$ cat config.mk
export PLATFORM = sky130hd
export DESIGN_NAME = fp_stream_accumulator_flat
export DESIGN_NICKNAME = d
export VERILOG_FILES = /design/src/rtl/fp_stream_accumulator_if.sv /design/src/rtl/fp_stream_accumulator.sv /design/src/flat_wrapper.sv
export SDC_FILE = /design/constraint.sdc
export NUM_CORES = 1
export LEC_CHECK = 0
export ABC_AREA = 1
export CAP_MARGIN = 20
export CORE_ASPECT_RATIO = 1.2
export CORE_MARGIN = 1
export CORE_UTILIZATION = 47
export CTS_CLUSTER_SIZE = 40
export DETAILED_ROUTE_END_ITERATION = 10
export GPL_TIMING_DRIVEN = 0
export MAX_ROUTING_LAYER = met4
export RECOVER_POWER = 25
export SLEW_MARGIN = 20
export SYNTH_ARGS = -nofsm -noshare
export SYNTH_HDL_FRONTEND = slang
export SYNTH_SLANG_ARGS = --single-unit
$ cat constraint.sdc
create_clock -name clk -period 43.9 [get_ports clk]
set_clock_uncertainty 0.05 [all_clocks]
set_input_delay 4.39 -clock clk [delete_from_list [all_inputs] [get_ports clk]]
set_output_delay 4.39 -clock clk [all_outputs]
set_load 0.1 [all_outputs]
$ cat src/rtl/fp_stream_accumulator_if.sv
// Sample-in / result-out bundle for fp_stream_accumulator; "slave" is the accumulator side.
// Producer/consumer logic uses the "master" modport.
interface fp_stream_accumulator_if #(
    parameter int COUNT_W = 16
) ();
    logic               in_valid;
    logic               in_ready;
    logic [31:0]        in_data;
    logic               in_last;
    logic               out_valid;
    logic               out_ready;
    logic [31:0]        out_data;
    logic [COUNT_W-1:0] out_count;
    logic [4:0]         status;

    modport master (
        output in_valid, in_data, in_last, out_ready,
        input  in_ready, out_valid, out_data, out_count, status
    );

    modport slave (
        input  in_valid, in_data, in_last, out_ready,
        output in_ready, out_valid, out_data, out_count, status
    );
endinterface

$ cat src/rtl/fp_stream_accumulator.sv
// FP32 burst summer, one sample per cycle, ADD_LATENCY interleaved partial sums; result <= L*(clog2 L+2)+2 cycles after last beat.
// in_ready low while draining or holding a result (held until out_ready); `define FP_ACC_EXC_EN adds the Inf/NaN flag in status[3].
module fp_stream_accumulator #(
    parameter int ADD_LATENCY = 7,
    parameter int COUNT_W     = 16
) (
    input  logic                    clk,
    input  logic                    reset,
    fp_stream_accumulator_if.slave  bus
);
    localparam int LCW = $clog2(ADD_LATENCY + 1) + 1;

    typedef enum logic [1:0] {
        ST_IDLE  = 2'd0,
        ST_ACCUM = 2'd1,
        ST_DRAIN = 2'd2,
        ST_DONE  = 2'd3
    } state_t;

    state_t               r_state;
    state_t               w_state_nxt;
    logic [ADD_LATENCY-1:0] r_tag;
    logic [LCW-1:0]       r_live_cnt;
    logic [31:0]          r_hold;
    logic                 r_hold_vld;
    logic [COUNT_W-1:0]   r_count;
    logic [COUNT_W-1:0]   w_count_inc;
    logic                 r_sat;
    logic [31:0]          r_out_data;
    logic [COUNT_W-1:0]   r_out_count;
    logic                 w_exc;

    logic [31:0] w_sum;
    logic [31:0] w_add_a;
    logic [31:0] w_add_b;
    logic        w_out_live;
    logic        w_in_ready;
    logic        w_accept;
    logic        w_handshake;
    logic        w_tag_in;
    logic        w_hold_load;
    logic        w_merge;
    logic        w_finish;

    assign w_out_live  = r_tag[ADD_LATENCY-1];
    assign w_in_ready  = (r_state == ST_ACCUM);
    assign w_accept    = bus.in_valid && w_in_ready;
    assign w_handshake = (r_state == ST_DONE) && bus.out_ready;
    assign w_count_inc = (&r_count) ? r_count : r_count + COUNT_W'(1);

    fp_acc_add_pipe #(.LATENCY(ADD_LATENCY)) u_add (
        .clk   (clk),
        .i_a   (w_add_a),
        .i_b   (w_add_b),
        .o_sum (w_sum)
    );

    always_ff @(posedge clk) begin
        if (reset) r_state <= ST_IDLE;
        else       r_state <= w_state_nxt;
    end

    always_comb begin
        w_state_nxt = r_state;
        w_add_a     = 32'd0;
        w_add_b     = 32'd0;
        w_tag_in    = 1'b0;
        w_hold_load = 1'b0;
        w_merge     = 1'b0;
        w_finish    = 1'b0;
        case (r_state)
            ST_IDLE: w_state_nxt = ST_ACCUM;
            ST_ACCUM: begin
                // Every slot keeps circulating; an empty cycle adds +0.0 to a live slot.
                w_add_a  = w_accept ? bus.in_data : 32'd0;
                w_add_b  = w_out_live ? w_sum : 32'd0;
                w_tag_in = w_accept || w_out_live;
                if (w_accept && bus.in_last) w_state_nxt = ST_DRAIN;
            end
            ST_DRAIN: begin
                if (r_hold_vld && r_live_cnt == LCW'(1)) begin
                    w_finish    = 1'b1;
                    w_state_nxt = ST_DONE;
                end else if (w_out_live) begin
                    if (r_hold_vld) begin
                        w_merge  = 1'b1;
                        w_add_a  = r_hold;
                        w_add_b  = w_sum;
                        w_tag_in = 1'b1;
                    end else begin
                        w_hold_load = 1'b1;
                    end
                end
            end
            ST_DONE: if (bus.out_ready) w_state_nxt = ST_IDLE;
            default: w_state_nxt = ST_IDLE;
        endcase
    end

    always_ff @(posedge clk) begin
        if (reset) begin
            r_tag       <= '0;
            r_live_cnt  <= '0;
            r_hold      <= '0;
            r_hold_vld  <= 1'b0;
            r_count     <= '0;
            r_sat       <= 1'b0;
            r_out_data  <= '0;
            r_out_count <= '0;
        end else begin
            r_tag <= {r_tag[ADD_LATENCY-2:0], w_tag_in};
            // live_cnt = live values in the pipe plus the hold register
            if (w_accept && !w_out_live) r_live_cnt <= r_live_cnt + LCW'(1);
            else if (w_merge)            r_live_cnt <= r_live_cnt - LCW'(1);
            else if (w_finish)           r_live_cnt <= '0;
            if (w_hold_load) begin
                r_hold     <= w_sum;
                r_hold_vld <= 1'b1;
            end else if (w_merge || w_finish) begin
                r_hold_vld <= 1'b0;
            end
            if (w_finish) begin
                r_out_data  <= r_hold;
                r_out_count <= r_count;
            end
            if (w_handshake) begin
                r_count <= '0;
                r_sat   <= 1'b0;
            end else if (w_accept) begin
                r_count <= w_count_inc;
                if (&w_count_inc) r_sat <= 1'b1;
            end
        end
    end

`ifdef FP_ACC_EXC_EN
    logic r_exc;
    always_ff @(posedge clk) begin
        if (reset || w_handshake)                          r_exc <= 1'b0;
        else if (w_accept && bus.in_data[30:23] == 8'hFF)  r_exc <= 1'b1;
        else if (w_finish && r_hold[30:23] == 8'hFF)       r_exc <= 1'b1;
    end
    assign w_exc = r_exc;
`else
    assign w_exc = 1'b0;
`endif

    assign bus.in_ready  = w_in_ready;
    assign bus.out_valid = (r_state == ST_DONE);
    assign bus.out_data  = r_out_data;
    assign bus.out_count = r_out_count;
    assign bus.status    = {1'b0, w_exc, r_sat, r_state};
endmodule

// Pipelined IEEE-754 single add, round-to-nearest-even, LATENCY register stages, no reset.
// Same timing contract as the altfp_add core it stands in for.
module fp_acc_add_pipe #(
    parameter int LATENCY = 7
) (
    input  logic        clk,
    input  logic [31:0] i_a,
    input  logic [31:0] i_b,
    output logic [31:0] o_sum
);
    function automatic logic [31:0] fp_add(input logic [31:0] a, input logic [31:0] b);
        logic [31:0] x, y, r;
        logic [7:0]  ex, ey, d;
        logic [26:0] mx, my, mask;
        logic [27:0] s;
        logic [8:0]  e;
        logic [24:0] rm;
        logic        rnd;
        r = 32'd0;
        if (a[30:23] == 8'hFF || b[30:23] == 8'hFF) begin
            if ((a[30:23] == 8'hFF && a[22:0] != 23'd0) || (b[30:23] == 8'hFF && b[22:0] != 23'd0) ||
                (a[30:23] == 8'hFF && b[30:23] == 8'hFF && a[31] != b[31]))
                r = 32'h7FC0_0000;
            else
                r = (a[30:23] == 8'hFF) ? a : b;
        end else begin
            if (a[30:0] >= b[30:0]) begin x = a; y = b; end
            else                    begin x = b; y = a; end
            ex = (x[30:23] == 8'd0) ? 8'd1 : x[30:23];
            ey = (y[30:23] == 8'd0) ? 8'd1 : y[30:23];
            mx = {(x[30:23] != 8'd0), x[22:0], 3'b000};
            my = {(y[30:23] != 8'd0), y[22:0], 3'b000};
            d  = ex - ey;
            // Align the smaller operand, folding shifted-out bits into the sticky bit.
            if (d >= 8'd27) begin
                my = {26'd0, |my};
            end else begin
                mask = (27'd1 << d) - 27'd1;
                my   = (my >> d) | {26'd0, |(my & mask)};
            end
            e = {1'b0, ex};
            if (x[31] == y[31]) begin
                s = {1'b0, mx} + {1'b0, my};
                if (s[27]) begin
                    s = {1'b0, s[27:2], s[1] | s[0]};
                    e = e + 9'd1;
                end
            end else begin
                s = {1'b0, mx} - {1'b0, my};
                for (int i = 0; i < 26; i++) begin
                    if (!s[26] && e > 9'd1) begin
                        s = s << 1;
                        e = e - 9'd1;
                    end
                end
            end
            if (s == 28'd0) begin
                r = (x[31] == y[31]) ? {x[31], 31'd0} : 32'd0;
            end else begin
                rnd = s[2] & (s[1] | s[0] | s[3]);
                rm  = {1'b0, s[26:3]} + {24'd0, rnd};
                if (rm[24]) begin
                    rm = rm >> 1;
                    e  = e + 9'd1;
                end
                if (e >= 9'd255)  r = {x[31], 8'hFF, 23'd0};
                else if (!rm[23]) r = {x[31], 8'h00, rm[22:0]};
                else              r = {x[31], e[7:0], rm[22:0]};
            end
        end
        return r;
    endfunction

    logic [31:0] r_stage [LATENCY];

    always_ff @(posedge clk) begin
        r_stage[0] <= fp_add(i_a, i_b);
        for (int i = 1; i < LATENCY; i++) r_stage[i] <= r_stage[i-1];
    end

    assign o_sum = r_stage[LATENCY-1];
endmodule
$ cat src/flat_wrapper.sv
// flat-port wrapper written by rule: the top's interface ports become plain ports
module fp_stream_accumulator_flat 
#(
    parameter int ADD_LATENCY = 7,
    parameter int COUNT_W     = 16
)
  (clk, reset, bus_in_valid, bus_in_data, bus_in_last, bus_out_ready, bus_in_ready, bus_out_valid, bus_out_data, bus_out_count, bus_status);
  fp_stream_accumulator_if #(.COUNT_W(COUNT_W)) bus_i ();
  input  logic clk;
  input  logic reset;
  input wire logic [$bits(bus_i.in_valid)-1:0] bus_in_valid;
  input wire logic [$bits(bus_i.in_data)-1:0] bus_in_data;
  input wire logic [$bits(bus_i.in_last)-1:0] bus_in_last;
  input wire logic [$bits(bus_i.out_ready)-1:0] bus_out_ready;
  output wire logic [$bits(bus_i.in_ready)-1:0] bus_in_ready;
  output wire logic [$bits(bus_i.out_valid)-1:0] bus_out_valid;
  output wire logic [$bits(bus_i.out_data)-1:0] bus_out_data;
  output wire logic [$bits(bus_i.out_count)-1:0] bus_out_count;
  output wire logic [$bits(bus_i.status)-1:0] bus_status;
  assign bus_i.in_valid = bus_in_valid;
  assign bus_i.in_data = bus_in_data;
  assign bus_i.in_last = bus_in_last;
  assign bus_i.out_ready = bus_out_ready;
  assign bus_in_ready = bus_i.in_ready;
  assign bus_out_valid = bus_i.out_valid;
  assign bus_out_data = bus_i.out_data;
  assign bus_out_count = bus_i.out_count;
  assign bus_status = bus_i.status;
  fp_stream_accumulator #(.ADD_LATENCY(ADD_LATENCY), .COUNT_W(COUNT_W)) u_core (.clk(clk), .reset(reset), .bus(bus_i));
endmodule
==> impl.org <==
** Timing
- Of the available clock period, the critical path in the final layout requires 93.47%.
- At the pin with the least slew margin, the transition time is 1.080 ns.
- Max Fclk :: between 0.02 and 0.025 GHz
- The final number of hold-violating endpoints came to 0.
- Max transition margin :: 27.21%
- Setup violations remaining at the end of the flow were counted as 0.
- The final count of pins violating max slew is 0.
- The worst path needs 41.03 ns of the cycle, external delays included.

** Drt
- The first TritonRoute pass finished after 6 iterations.
- After detailed routing, the number of remaining DRC violations is 0.
- Initial detailed-routing violation count :: 2,453
- After detailed routing, the number of vias per cell comes to 5.184.
- Once detail routing completed, the nets flagged for antenna violations numbered 0.
- Vias after detailed routing :: 42,686
- Routed WL per cell :: 15.89 µm
- Wires add up to 130.8 mm.

** Setup path
- STA classifies the critical path endpoint as a flip-flop.
- Critical Path Slowest Stage Cell :: sky130_fd_sc_hd__fa_2
- Arrival time of data at the critical path endpoint :: 41.42 ns
- Highest net fanout along the worst path :: 10
- Delay-heaviest family, CP :: simple AND/OR/NAND/NOR gates
- Number of buffer and inverter stages on the critical path :: 73
- The worst setup path is launched from a primary input.
- The critical path is of the primary input to flip-flop type.
- Data required time at the worst endpoint :: 44.29 ns
- The largest single stage delay on the critical path is 0.57 ns.
- Among the stages of the critical path, the cell type that occurs most often is sky130_fd_sc_hd__nand2_4.

** Yosys
- For this run, asynchronously set or reset flops after synthesis account for 0%.
- For this run, the number of Yosys warnings is 0.
- Library cells used by synthesis :: between 90 and 100
- Average cell area after synthesis :: 6.242 µm²
- Portion of the post-synthesis area used by sequential elements :: 15.56%
- In this run, synthesis produced a sequential element count of 335.
- The mapped netlist covers 43,090 µm².
- Among all flip-flop cells after synthesis, the most frequent one is sky130_fd_sc_hd__dfxtp_1.
- Cell count after synthesis :: 6,903
- Number of enable-type register cells in the synthesized netlist :: 0

** Place
- The count of buffers added on input and output ports is 89.
- Half-perimeter wire length after detailed placement :: between 100 and 150 mm
- Once placement completed, the tool counted placed cells totaling 8,161.
- Placer Congestion :: 1.002
- After detailed placement, the total cell area comes to 45,440 µm².

** Global routing
- The via count of the first global-routing pass was 40,177.
- The first global-routing pass estimated 210.9 mm of wire.
- Number of antenna violations at the first check in global routing :: 0
- Entering global routing, the biggest net connects 19 pins.
- Global routing used 28.36% of the available tracks across all layers.
- For this run the aggregate overflow at the end of global routing stands at 0.

** Clock network
- Clock-pin slew was measured on the worst setup and hold paths at 0.07 ns.
- Clock H-tree levels :: 1
- Clock root buffer :: sky130_fd_sc_hd__clkbuf_16
- Buffers inserted during clock tree synthesis total 27.
- Clock Path Buffers :: 3
- TritonCTS clock tree :: done
- Clock latency on the worst-skew pair, taken at its later pin, is 0.56 ns.
- Cts-stage hold buffer count :: 0
- Clock tree synthesis found a total of around 340 sinks.

** Layout
- Layout Nets :: 7,233
- Fraction of layout cells with a size suffix above 1 :: between 10% and 20%
- The finished layout holds around 8,200 standard cells, fillers aside.
- 0 antenna diodes ended up in the layout.
- After routing the design area is 46,960 µm².
- Area growth from synthesis to layout :: 8.973%
- Fill count :: 9,662
- Measured on the finished design, the core utilization comes to 51.69%.

** Worst hold path
- Kind of path behind the tightest hold check :: flip-flop to flip-flop

** Floorplanning
- Starting Density :: 47.44%
- The floorplan step defined a core boundary enclosing 90,840 µm².
- Die Footprint :: 92,900 µm²
- Measured along the x axis, the die boundary spans approximately 280 µm.
- After floorplanning, the core was divided into 121 placement rows.
- The die is about 330 µm tall.
- Top Ports :: a little over 90

** Run status
- Status :: finished, final reports clean

** Job
- The tool flagged a number of max-cap violations equal to 0.
## layout by cell type (no fill, tap or decap), drive strengths merged, types with 22 or more instances in the layout
master / count
clkbuf: 219
clkinv: 23
mux2i: 22
nand3: 564
xor2: 110
buf: 120
nand2: 2271
nand4: 232
o21ai: 851
dfxtp: 335
a21oi: 189
nor2: 637
clkdlybuf4s50: 89
or2: 51
ha: 149
inv: 960
nor3: 64
## area by class of cell
class                      count  area [µm²]  share of cell area, %
inverter                     986        3919                  8.346
sequential                   335        6706                  14.28
clock buffer                  33       728.2                  1.551
buffer                       280        2342                  4.988
clock inverter                17       262.8                 0.5596
multi-input combinational   5298       30430                  64.82
timing repair buffer         117        1101                  2.345
tap                         1168        1461                  3.112
## Yosys cell counts, drive strengths merged (3+ instances only)
library cell | instances | area (µm²)
o2111ai | 3 | 26.28
nand3 | 564 | 3801
xor2 | 110 | 970.9
a21oi | 189 | 1021
nand3b | 11 | 90.08
ha | 149 | 1864
nor4 | 15 | 100.1
o21a | 11 | 98.85
a211oi | 6 | 45.04
bufinv | 9 | 157.7
o211ai | 19 | 142.6
a21o | 3 | 22.52
dfxtp | 335 | 6706
clkinv | 19 | 86.34
a21boi | 3 | 37.54
nor2 | 637 | 3401
or2 | 51 | 319.1
nand4 | 232 | 1504
o21bai | 11 | 108.9
inv | 956 | 3643
clkbuf | 192 | 1159
buf | 91 | 1147
a22oi | 9 | 67.56
mux2i | 22 | 220.2
nor3 | 64 | 391.6
xnor2 | 12 | 112.6
a31oi | 19 | 133.9
nand2 | 2271 | 11000
o31ai | 7 | 52.55
and2 | 5 | 31.28
o21ai | 851 | 4368
o22ai | 3 | 18.77
## registers in the layout, indices dropped and copies added, names as in the netlist
| register | count |
|---|---|
| u_core.r_count | 16 |
| u_core.r_hold_vld | 1 |
| u_core.bus.out_data | 32 |
| u_core.r_state | 2 |
| u_core.r_live_cnt | 4 |
| u_core.r_hold | 32 |
| u_core.u_add.r_stage | 224 |
| u_core.r_sat | 1 |
| u_core.bus.out_count | 16 |
| u_core.r_tag | 7 |
## worst paths after layout
path                                           start  slack (ns)  depth (start not counted)                                   to
setup / recovery                        bus_in_valid        2.87                        282  u_core.u_add.r_stage[0][14]$_DFF_P_
setup reg to reg      u_core.r_state[0]$_SDFFE_PP0P_        5.75                        280  u_core.u_add.r_stage[0][14]$_DFF_P_
hold reg to reg   u_core.u_add.r_stage[4][6]$_DFF_P_        0.27                          0   u_core.u_add.r_stage[5][6]$_DFF_P_
hold / removal    u_core.u_add.r_stage[4][6]$_DFF_P_        0.27                          0   u_core.u_add.r_stage[5][6]$_DFF_P_
## through the flow
stage / hold slack, ns / worst slack [ns] / setup TNS, ns
2_1_floorplan: 0.2596 / 7.822 / 0
3_3_place_gp: 0.2596 / -0.3151 / -6.810
3_5_place_dp: 0.2621 / -0.4158 / -9.984
4_1_cts: 0.2734 / 0.02736 / 0
5_1_grt: 0.2801 / -0.04540 / -0.3937
6_report: 0.2727 / 2.868 / 0
## kinds of logic after synthesis
kind of cell	count (synthesis)	share of synthesized area, %
xor gates and xnor gates	122	2.515
AOI/OAI and AO/OA	1147	14.54
adders and majority gates	151	4.420
DFF	335	15.56
and+or+nand+nor	3854	47.97
other	1	0.008703
muxes	22	0.5111
buffers and inverters	1271	14.47
## layer usage
metal  vias to the layer above  wire length, µm  track usage (%)
li1                      22407                -                -
met1                     19180            54070            31.43
met2                       853            67400            53.31
met3                       246             4092            1.485
met4                         0             5271            9.909
met5                         -                0                -
## repair_timing
| action | 4_1_cts | 5_1_grt |
|---|---|---|
| resized for setup | 0 | 105 |
| endpoints found under the setup margin | 0 | 32 |
| setup buffers | 0 | 28 |
Power is not shown: default switching activity piles up to over one toggle a cycle in this logic, so the estimate is an artifact.
